`config.mk`:
```
export PLATFORM = sky130hd
export DESIGN_NAME = i2c_byte_master
export DESIGN_NICKNAME = d
export VERILOG_FILES = /design/src/rtl/i2c_pkg.sv /design/src/rtl/i2c_phase_gen.sv /design/src/rtl/i2c_byte_master.sv
export SDC_FILE = /design/constraint.sdc
export NUM_CORES = 1
export LEC_CHECK = 0
export CELL_PAD_IN_SITES_DETAIL_PLACEMENT = 0
export CELL_PAD_IN_SITES_GLOBAL_PLACEMENT = 1
export CORE_UTILIZATION = 48
export CTS_BUF_LIST = sky130_fd_sc_hd__clkbuf_8
export CTS_CLUSTER_DIAMETER = 40
export CTS_CLUSTER_SIZE = 40
export DETAILED_ROUTE_END_ITERATION = 8
export PLACE_DENSITY = 0.85
export SLEW_MARGIN = 10
export SYNTH_ARGS = -nofsm -noshare
export SYNTH_HDL_FRONTEND = slang
export SYNTH_SLANG_ARGS = --single-unit
```
`constraint.sdc`:
```
create_clock -name clock -period 3.8 [get_ports clock]
set_input_delay 0.38 -clock clock [delete_from_list [all_inputs] [get_ports clock]]
set_output_delay 0.38 -clock clock [all_outputs]
set_load 0.03 [all_outputs]
```
`src/rtl/i2c_pkg.sv`:
```
// Shared definitions for the byte-level I2C master: command codes, engine
// states, quarter-phase numbering and open-drain line levels.
package i2c_pkg;

  typedef enum logic [1:0] {
    CMD_START = 2'b00,
    CMD_WRITE = 2'b01,
    CMD_READ  = 2'b10,
    CMD_STOP  = 2'b11
  } cmd_e;

  typedef enum logic [2:0] {
    ST_IDLE   = 3'd0,
    ST_START  = 3'd1,
    ST_WBIT   = 3'd2,
    ST_RBIT   = 3'd3,
    ST_ACK_RX = 3'd4,
    ST_ACK_TX = 3'd5,
    ST_STOP   = 3'd6,
    ST_DONE   = 3'd7
  } state_e;

  localparam logic REL = 1'b1;
  localparam logic LOW = 1'b0;

  localparam logic [1:0] PH_Q0 = 2'd0;
  localparam logic [1:0] PH_Q1 = 2'd1;
  localparam logic [1:0] PH_Q2 = 2'd2;
  localparam logic [1:0] PH_Q3 = 2'd3;

  // SCL level inside a data/ack bit frame: high only in the middle two quarters.
  function automatic logic frame_scl(input logic [1:0] ph);
    return ((ph == PH_Q1) || (ph == PH_Q2)) ? REL : LOW;
  endfunction

endpackage

```
`src/rtl/i2c_phase_gen.sv`:
```
// Quarter-bit timebase: counts CLK_DIV cycles per quarter and steps a 2-bit
// phase q0..q3; cleared when a command is accepted.
module i2c_phase_gen
  import i2c_pkg::*;
#(
  parameter int CLK_DIV = 125
) (
  input  logic       clock,
  input  logic       reset,
  input  logic       clear,
  input  logic       run,
  output logic       tick,
  output logic [1:0] phase,
  output logic       first
);

  localparam int CW = $clog2(CLK_DIV);
  localparam logic [CW-1:0] CNT_MAX = CW'(CLK_DIV - 1);

  logic [CW-1:0] cnt_r;
  logic [1:0]    phase_r;

  assign tick  = run & (cnt_r == CNT_MAX);
  assign phase = phase_r;
  assign first = (cnt_r == {CW{1'b0}});

  // Quarter counter and phase register.
  always_ff @(posedge clock or posedge reset) begin
    if (reset) begin
      cnt_r   <= {CW{1'b0}};
      phase_r <= PH_Q0;
    end else if (clear) begin
      cnt_r   <= {CW{1'b0}};
      phase_r <= PH_Q0;
    end else if (run) begin
      if (cnt_r == CNT_MAX) begin
        cnt_r   <= {CW{1'b0}};
        phase_r <= phase_r + 2'd1;
      end else begin
        cnt_r <= cnt_r + CW'(1);
      end
    end
  end

endmodule

```
`src/rtl/i2c_byte_master.sv`:
```
// Byte-level I2C master: executes one START / WRITE / READ / STOP command at a
// time and drives SCL/SDA as registered open-drain tristate controls.
module i2c_byte_master
  import i2c_pkg::*;
#(
  parameter int CLK_DIV = 125
) (
  input  logic       clock,
  input  logic       reset,
  input  logic       cmd_valid,
  output logic       cmd_ready,
  input  logic [1:0] cmd,
  input  logic [7:0] tx_data,
  input  logic       tx_ack,
  output logic [7:0] rx_data,
  output logic       rx_ack,
  output logic       done,
  output logic       busy,
  output logic       scl_t,
  output logic       sda_t,
  input  logic       sda_i
);

  state_e     state_r, state_s;
  logic       accept_s, run_s, tick_s, first_s, frame_end_s, sample_s;
  logic [1:0] phase_s;
  logic [7:0] shift_r;
  logic [2:0] bit_r;
  logic       tx_ack_r, busy_r, done_r;
  logic [7:0] rx_data_r;
  logic       rx_ack_r;
  logic       scl_r, sda_r, scl_s, sda_s;
  logic [1:0] sda_sync_r;

  assign accept_s    = cmd_valid & ~busy_r;
  assign run_s       = (state_r != ST_IDLE) && (state_r != ST_DONE);
  assign frame_end_s = tick_s & (phase_s == PH_Q3);
  assign sample_s    = tick_s & (phase_s == PH_Q2);

  assign cmd_ready = ~busy_r;
  assign busy      = busy_r;
  assign done      = done_r;
  assign rx_data   = rx_data_r;
  assign rx_ack    = rx_ack_r;
  assign scl_t     = scl_r;
  assign sda_t     = sda_r;

  i2c_phase_gen #(.CLK_DIV(CLK_DIV)) u_phase (
    .clock (clock),
    .reset (reset),
    .clear (accept_s),
    .run   (run_s),
    .tick  (tick_s),
    .phase (phase_s),
    .first (first_s)
  );

  // State register.
  always_ff @(posedge clock or posedge reset) begin
    if (reset) begin
      state_r <= ST_IDLE;
    end else begin
      state_r <= state_s;
    end
  end

  // Next-state logic: each state lasts whole 4-quarter frames.
  always_comb begin
    state_s = state_r;
    case (state_r)
      ST_IDLE: begin
        if (accept_s) begin
          case (cmd)
            CMD_START: state_s = ST_START;
            CMD_WRITE: state_s = ST_WBIT;
            CMD_READ:  state_s = ST_RBIT;
            CMD_STOP:  state_s = ST_STOP;
            default:   state_s = ST_IDLE;
          endcase
        end else begin
          state_s = ST_IDLE;
        end
      end
      ST_START, ST_STOP, ST_ACK_RX, ST_ACK_TX: begin
        if (frame_end_s) state_s = ST_DONE;
        else             state_s = state_r;
      end
      ST_WBIT: begin
        if (frame_end_s && (bit_r == 3'd7)) state_s = ST_ACK_RX;
        else                                 state_s = ST_WBIT;
      end
      ST_RBIT: begin
        if (frame_end_s && (bit_r == 3'd7)) state_s = ST_ACK_TX;
        else                                 state_s = ST_RBIT;
      end
      ST_DONE: state_s = ST_IDLE;
      default: state_s = ST_IDLE;
    endcase
  end

  // Line levels per state/phase; idle and done hold the previous levels.
  always_comb begin
    scl_s = scl_r;
    sda_s = sda_r;
    case (state_r)
      ST_START: begin
        case (phase_s)
          // Repeated START: release SDA one cycle before SCL.
          PH_Q0: begin
            sda_s = REL;
            scl_s = first_s ? scl_r : REL;
          end
          PH_Q1: begin
            scl_s = REL;
            sda_s = LOW;
          end
          default: begin
            scl_s = LOW;
            sda_s = LOW;
          end
        endcase
      end
      ST_WBIT: begin
        scl_s = frame_scl(phase_s);
        sda_s = shift_r[7];
      end
      ST_RBIT, ST_ACK_RX: begin
        scl_s = frame_scl(phase_s);
        sda_s = REL;
      end
      ST_ACK_TX: begin
        scl_s = frame_scl(phase_s);
        sda_s = tx_ack_r;
      end
      ST_STOP: begin
        case (phase_s)
          // Pull SCL low before SDA so a released bus never sees a false START.
          PH_Q0: begin
            scl_s = LOW;
            sda_s = first_s ? sda_r : LOW;
          end
          PH_Q3: begin
            scl_s = REL;
            sda_s = REL;
          end
          default: begin
            scl_s = REL;
            sda_s = LOW;
          end
        endcase
      end
      default: begin
        scl_s = scl_r;
        sda_s = sda_r;
      end
    endcase
  end

  // Registered open-drain controls and the SDA readback synchroniser.
  always_ff @(posedge clock or posedge reset) begin
    if (reset) begin
      scl_r      <= REL;
      sda_r      <= REL;
      sda_sync_r <= 2'b11;
    end else begin
      scl_r      <= scl_s;
      sda_r      <= sda_s;
      sda_sync_r <= {sda_sync_r[0], sda_i};
    end
  end

  // Handshake, shift register, bit counter and result registers.
  always_ff @(posedge clock or posedge reset) begin
    if (reset) begin
      busy_r    <= 1'b0;
      done_r    <= 1'b0;
      shift_r   <= 8'h00;
      bit_r     <= 3'd0;
      tx_ack_r  <= 1'b1;
      rx_data_r <= 8'h00;
      rx_ack_r  <= 1'b1;
    end else begin
      done_r <= (state_r == ST_DONE);
      case (state_r)
        ST_IDLE: begin
          if (accept_s) begin
            busy_r   <= 1'b1;
            shift_r  <= tx_data;
            tx_ack_r <= tx_ack;
            bit_r    <= 3'd0;
          end
        end
        ST_WBIT: begin
          if (frame_end_s) begin
            shift_r <= {shift_r[6:0], 1'b0};
            bit_r   <= bit_r + 3'd1;
          end
        end
        ST_RBIT: begin
          if (sample_s)    shift_r <= {shift_r[6:0], sda_sync_r[1]};
          if (frame_end_s) bit_r   <= bit_r + 3'd1;
        end
        ST_ACK_RX: begin
          if (sample_s) rx_ack_r <= sda_sync_r[1];
        end
        ST_ACK_TX: begin
          if (frame_end_s) rx_data_r <= shift_r;
        end
        ST_DONE: busy_r <= 1'b0;
        default: busy_r <= busy_r;
      endcase
    end
  end

endmodule

```
# Yosys cells after proc, flatten, opt, wreduce, memory -nomap -nowiden
# Index checks and enable logic that the tools add are counted.
# word_totals
regBits,39
output_inout_bits,14
wordCells,102
# op_classes
n_addsub,3
eq_ne,23
muxes,30
n_bitwise,5
n_reduce_logical,28
# ops
operator,n
$mux 8,3
$pmux 8 s3,1
$mux 7,3
$mux 3,6
$eq 3x3->1 const B,5
$pmux 3 s5,1
$reduce_and 2->1,7
$pmux 3 s4,1
$ne 3x3->1 const B,3
$reduce_bool 3->1,3
$eq 2x2->1 const B,4
$ne 2x2->1 const B,4
$reduce_bool 2->1,4
$reduce_or 4->1,2
$add 7x1->7 const B,1
$eq 7x7->1 const B,1
$logic_not 7->1,1
$eq 3x2->1 const B,2
$mux 1,6
$mux 2,3
$pmux 1 s2,3
$pmux 3 s2,1
$pmux 1 s5,1
$reduce_bool 5->1,1
15 further kinds,22

# Logic depth before layout (Yosys ltp)
# depth
depth_word,7
ltp_mapped,8
ltp_nobuf,6

# Cells and area by module
# Synthesis repeated with hierarchy kept, for this count alone.
# unflattened
hier_cells,188
hier_area_um2,2217.1
# modules_own_cells
module,instances,cells_per_inst,area_each_um2,seq_area_each_um2
i2c_byte_master,1,135,1706.6,758.2
i2c_phase_gen,1,53,510.5,225.2

# Worst setup path before layout
# Ideal clock, no wire load.
# synth_timing
path_type,register -> register
from,register state_r[2]
to,register shift_r[0]
setup_ns,0.125
arrival_ns,1.806
t_required_ns,3.675
setup_slack_ns,1.870
stages_incl_launch_ff,8
synth_period_minus_slack_ns,1.930
cell_sequence,dfrtp_1 -> buf_2 -> inv_1 -> ha_1 -> clkbuf_1 -> mux2i_1 -> o21bai_4 -> mux2_2
# synth_via
elab_chain_cells,6
# synth_lines
element,line,source
"start, declared",i2c_byte_master.sv:24,"state_e state_r, state_s;"
"start signal, assigned",i2c_byte_master.sv:63,state_r <= state_s;
$ne 3x3->1 / $reduce_bool 3->1 (equally long branches),i2c_byte_master.sv:36,assign run_s = (state_r != ST_IDLE) && (state_r != ST_DONE);
$logic_and 1x1->1,i2c_byte_master.sv:36,
$and 1x1->1,i2c_phase_gen.sv:23,assign tick = run & (cnt_r == CNT_MAX);
"$and 1x1->1, on equally long branches","i2c_byte_master.sv:38, i2c_byte_master.sv:37",
$ne 2x2->1 (no source line),-,
$reduce_and 4->1 (no source line),-,
"end signal, assigned",i2c_byte_master.sv:188,shift_r <= tx_data;
"end signal, assigned",i2c_byte_master.sv:195,"shift_r <= {shift_r[6:0], 1'b0};"
"end signal, assigned",i2c_byte_master.sv:200,"if (sample_s) shift_r <= {shift_r[6:0], sda_sync_r[1]};"
"end, declared",i2c_byte_master.sv:27,logic [7:0] shift_r;
# Several ways; a longest one is shown, not always the timed one.
# A chain may end at the register's enable or synchronous reset.

# Final worst setup path
# layout_timing
from,register state_r[2]
to,register shift_r[7]
# Same word-level chain as after synthesis.

==> flow_metrics.env <==
export IMPL_area_growth_pct=21.03
export IMPL_netlist_instances=201
export IMPL_route_detailed_drc=0
export IMPL_power_density_nw_per_um2=484.0
export IMPL_max_freq_ghz=0.4388
export IMPL_wl_per_cell_um=15.28
export IMPL_synth_seq_cells=39
export IMPL_layout_common_cells="dfrtp_1 (33), clkdlybuf4s50_1 (28), mux2_2 (20), nor2_1 (17), inv_1 (16)"
export IMPL_worstHoldPathCells=0
export IMPL_cts_root_buf="clkbuf_8"
export IMPL_rsz0062_at_grt="no"
export IMPL_fin_crit_sh_pct=59.98
export IMPL_ys_warn_count=0
export IMPL_finalHoldViolCount=0
export IMPL_tightestPinTransition_ns=0.7815
export IMPL_clkLatencyLatePin_ns=0.29
export IMPL_r2r_slack_ns=1.52
export IMPL_num_vias=1602
export IMPL_cp_arrival_ns=2.45
export IMPL_setup_viol=0
export IMPL_min_to="sda_sync_r[1]"
export IMPL_timing_rr_start="state_r[2]"
export IMPL_synth_edf_count=0
export IMPL_slowest_stage="dfrtp_1"
export IMPL_dieArea_um2=4683
export IMPL_layout_commonest_cell="dfrtp_1"
export IMPL_dr_pass1_iters=4
export IMPL_dr_first_iter_drc_count=136
export IMPL_timing_hold_ws_ns=0.3595
export IMPL_grt_overflow=0
export IMPL_fin_crit_ns=2.279
export IMPL_die_x_um=68.43
export IMPL_core_rowCount=23
export IMPL_cts_clk_slew_worst_paths_ns=0.07
export IMPL_tns_ns=0
export IMPL_reg2reg_depth=5
export IMPL_grt_pass1_vias=1497
export IMPL_htreeDepth=2
export IMPL_startpoint_type="register"
export IMPL_syn_cell_area_um2=2118
export IMPL_cp_max_fo=17
export IMPL_syn_num_nets=225
export IMPL_cp_slowest_stage_delay_ns=0.63
export IMPL_criticalPathCategory="register to register"
export IMPL_place_congestion=0.8427
export IMPL_viasPerCell=5.721
export IMPL_required_ns=3.97
export IMPL_grt_pass1_wl_mm=6.920
export IMPL_slew_headroom_pct=47.42
export IMPL_cts_resized=0
export IMPL_status="completed"
export IMPL_fp_coreArea_um2=4115
export IMPL_syn_avg_cell_area_um2=10.54
export IMPL_hold_buffers=0
export IMPL_start_util_pct=51.47
export IMPL_async_flop_share_pct=100.0
export IMPL_hold_start="sda_sync_r[0]"
export IMPL_hp_class="register to register"
export IMPL_cts_buffers=5
export IMPL_yosysUniqueCellTypes=46
export IMPL_crit_chain="inv_1 -> ha_1 -> mux2i_1 -> o21bai_4 -> mux2_2"
export IMPL_antenna_cells=0
export IMPL_nNetsFinal=253
export IMPL_drive_gt1_share_pct=19.57
export IMPL_port_buffers=28
export IMPL_place_hpwl_mm=3.112
export IMPL_cts_buffer_depth=2
export IMPL_skew_ns=0.005604
export IMPL_grt_use_total_pct=20.46
export IMPL_antenna_found_initial=0
export IMPL_post_cts_setup_buffers=0
export IMPL_seq_area_frac_synth_pct=46.43
export IMPL_grt_max_degree=40
export IMPL_cts_num_sinks=39
export IMPL_maxSlewViolCount=0
export IMPL_num_io_pins=29
export IMPL_ant_nets=0
export IMPL_r2r_end="shift_r[7]"
export IMPL_cp_end_kind="register"
export IMPL_cts_tree="done"
export IMPL_max_cap_viol_count=0
export IMPL_drt_total_wl_mm=4.279
export IMPL_irDropWorstVdd_mv=0.3349
export IMPL_yosys_most_used_dff="dfrtp_1"
export IMPL_die_h_um=68.43
export IMPL_p_leak_nw=1.176
==> per-layer routing <==
metal,up-vias,global-route usage (%),share of wire [%]
met3,5,6.000,4.7
li1,778,-,-
met2,42,32.11,47
met4,0,7.031,1.1
met1,777,26.69,48
met5,-,0,0
==> cell type report <==
cell class                 instances  area (um2)
sequential                        39       983.4
inverter                          16       60.06
clock buffer                       5       68.82
timing repair buffer              30       295.3
tap                               50       62.56
clock inverter                     3       63.81
fill                             332        1551
multi-input combinational        137        1030
==> logic make-up (layout without fill, tap and decap cells) <==
kind of cell / after synthesis / count (layout) / share of synthesized area, %
fa+ha+maj: 9 / 9 / 5.316
mux: 25 / 25 / 13.23
compound gates: 42 / 42 / 13.82
xor+xnor: 3 / 3 / 1.241
simple gates: 58 / 58 / 15.00
buf+inv: 25 / 54 / 4.961
flops: 39 / 39 / 46.43
==> worst max-delay path, delay by kind of cell (launching register included) <==
family,cells,cell delay (ns)
adder cells (fa/ha/maj),1,0.42
buffers and inverters,1,0.18
flip-flops,1,0.63
AO/OA/AOI/OAI,1,0.24
multiplexers,2,0.69
==> flip-flops by register name (all words and copies together) (netlist names) <==
register / count
sda_sync_r: 2
bit_r: 3
rx_ack: 1
busy: 1
scl_t: 1
u_phase.cnt_r: 7
sda_t: 1
shift_r: 8
tx_ack_r: 1
u_phase.phase: 2
state_r: 3
rx_data: 8
done: 1
==> synthesized netlist by cell type (4+ instances only) <==
cell type | number | area share (%)
o22ai_1 | 9 | 2.7
nand3_1 | 4 | 0.95
mux2_2 | 20 | 11
inv_1 | 15 | 2.7
nand2_1 | 14 | 2.5
nor2_1 | 17 | 3.0
clkbuf_1 | 4 | 0.71
a21oi_1 | 9 | 2.1
o21ai_0 | 6 | 1.4
nor3_1 | 4 | 0.95
mux2i_1 | 4 | 1.9
ha_1 | 9 | 5.3
dfstp_2 | 6 | 7.4
dfrtp_1 | 33 | 39
==> report_power, final <==
part | switching [W] | internal [W] | leakage (nW) | total, W
registers | 0.0000826 | 0.000483 | 0.488 | 0.000566
logic | 0.000140 | 0.000137 | 0.619 | 0.000277
clock network | 0.000138 | 0.000260 | 0.0695 | 0.000398
total | 0.000361 | 0.000880 | 1.18 | 0.00124
==> stage by stage <==
step | area (um2) | std cells | total power, W | utilization, % | setup slack, ns
3_5_place_dp | 2431 | 272 | 0.0008480 | 59.08 | 1.552
2_1_floorplan | 2118 | 201 | 0.0007611 | - | 1.870
6_report | 2564 | 280 | 0.001241 | 62.30 | 1.521
4_1_cts | 2564 | 280 | 0.001254 | 62.30 | 1.520
3_3_place_gp | 2431 | 272 | 0.0008349 | 59.08 | 1.689
5_1_grt | 2564 | 280 | 0.001317 | 62.30 | 1.362
==> worst max path at each step <==
stage / start / end / depth (start not counted)
6_report: state_r[2] / shift_r[7] / 5
5_1_grt: state_r[2] / shift_r[4] / 5
4_1_cts: state_r[2] / shift_r[7] / 5
3_5_place_dp: state_r[2] / shift_r[2] / 5
3_3_place_gp: state_r[2] / shift_r[6] / 5
2_1_floorplan: state_r[2] / shift_r[0] / 7
Note: power is estimated with default switching activity, not from simulation.
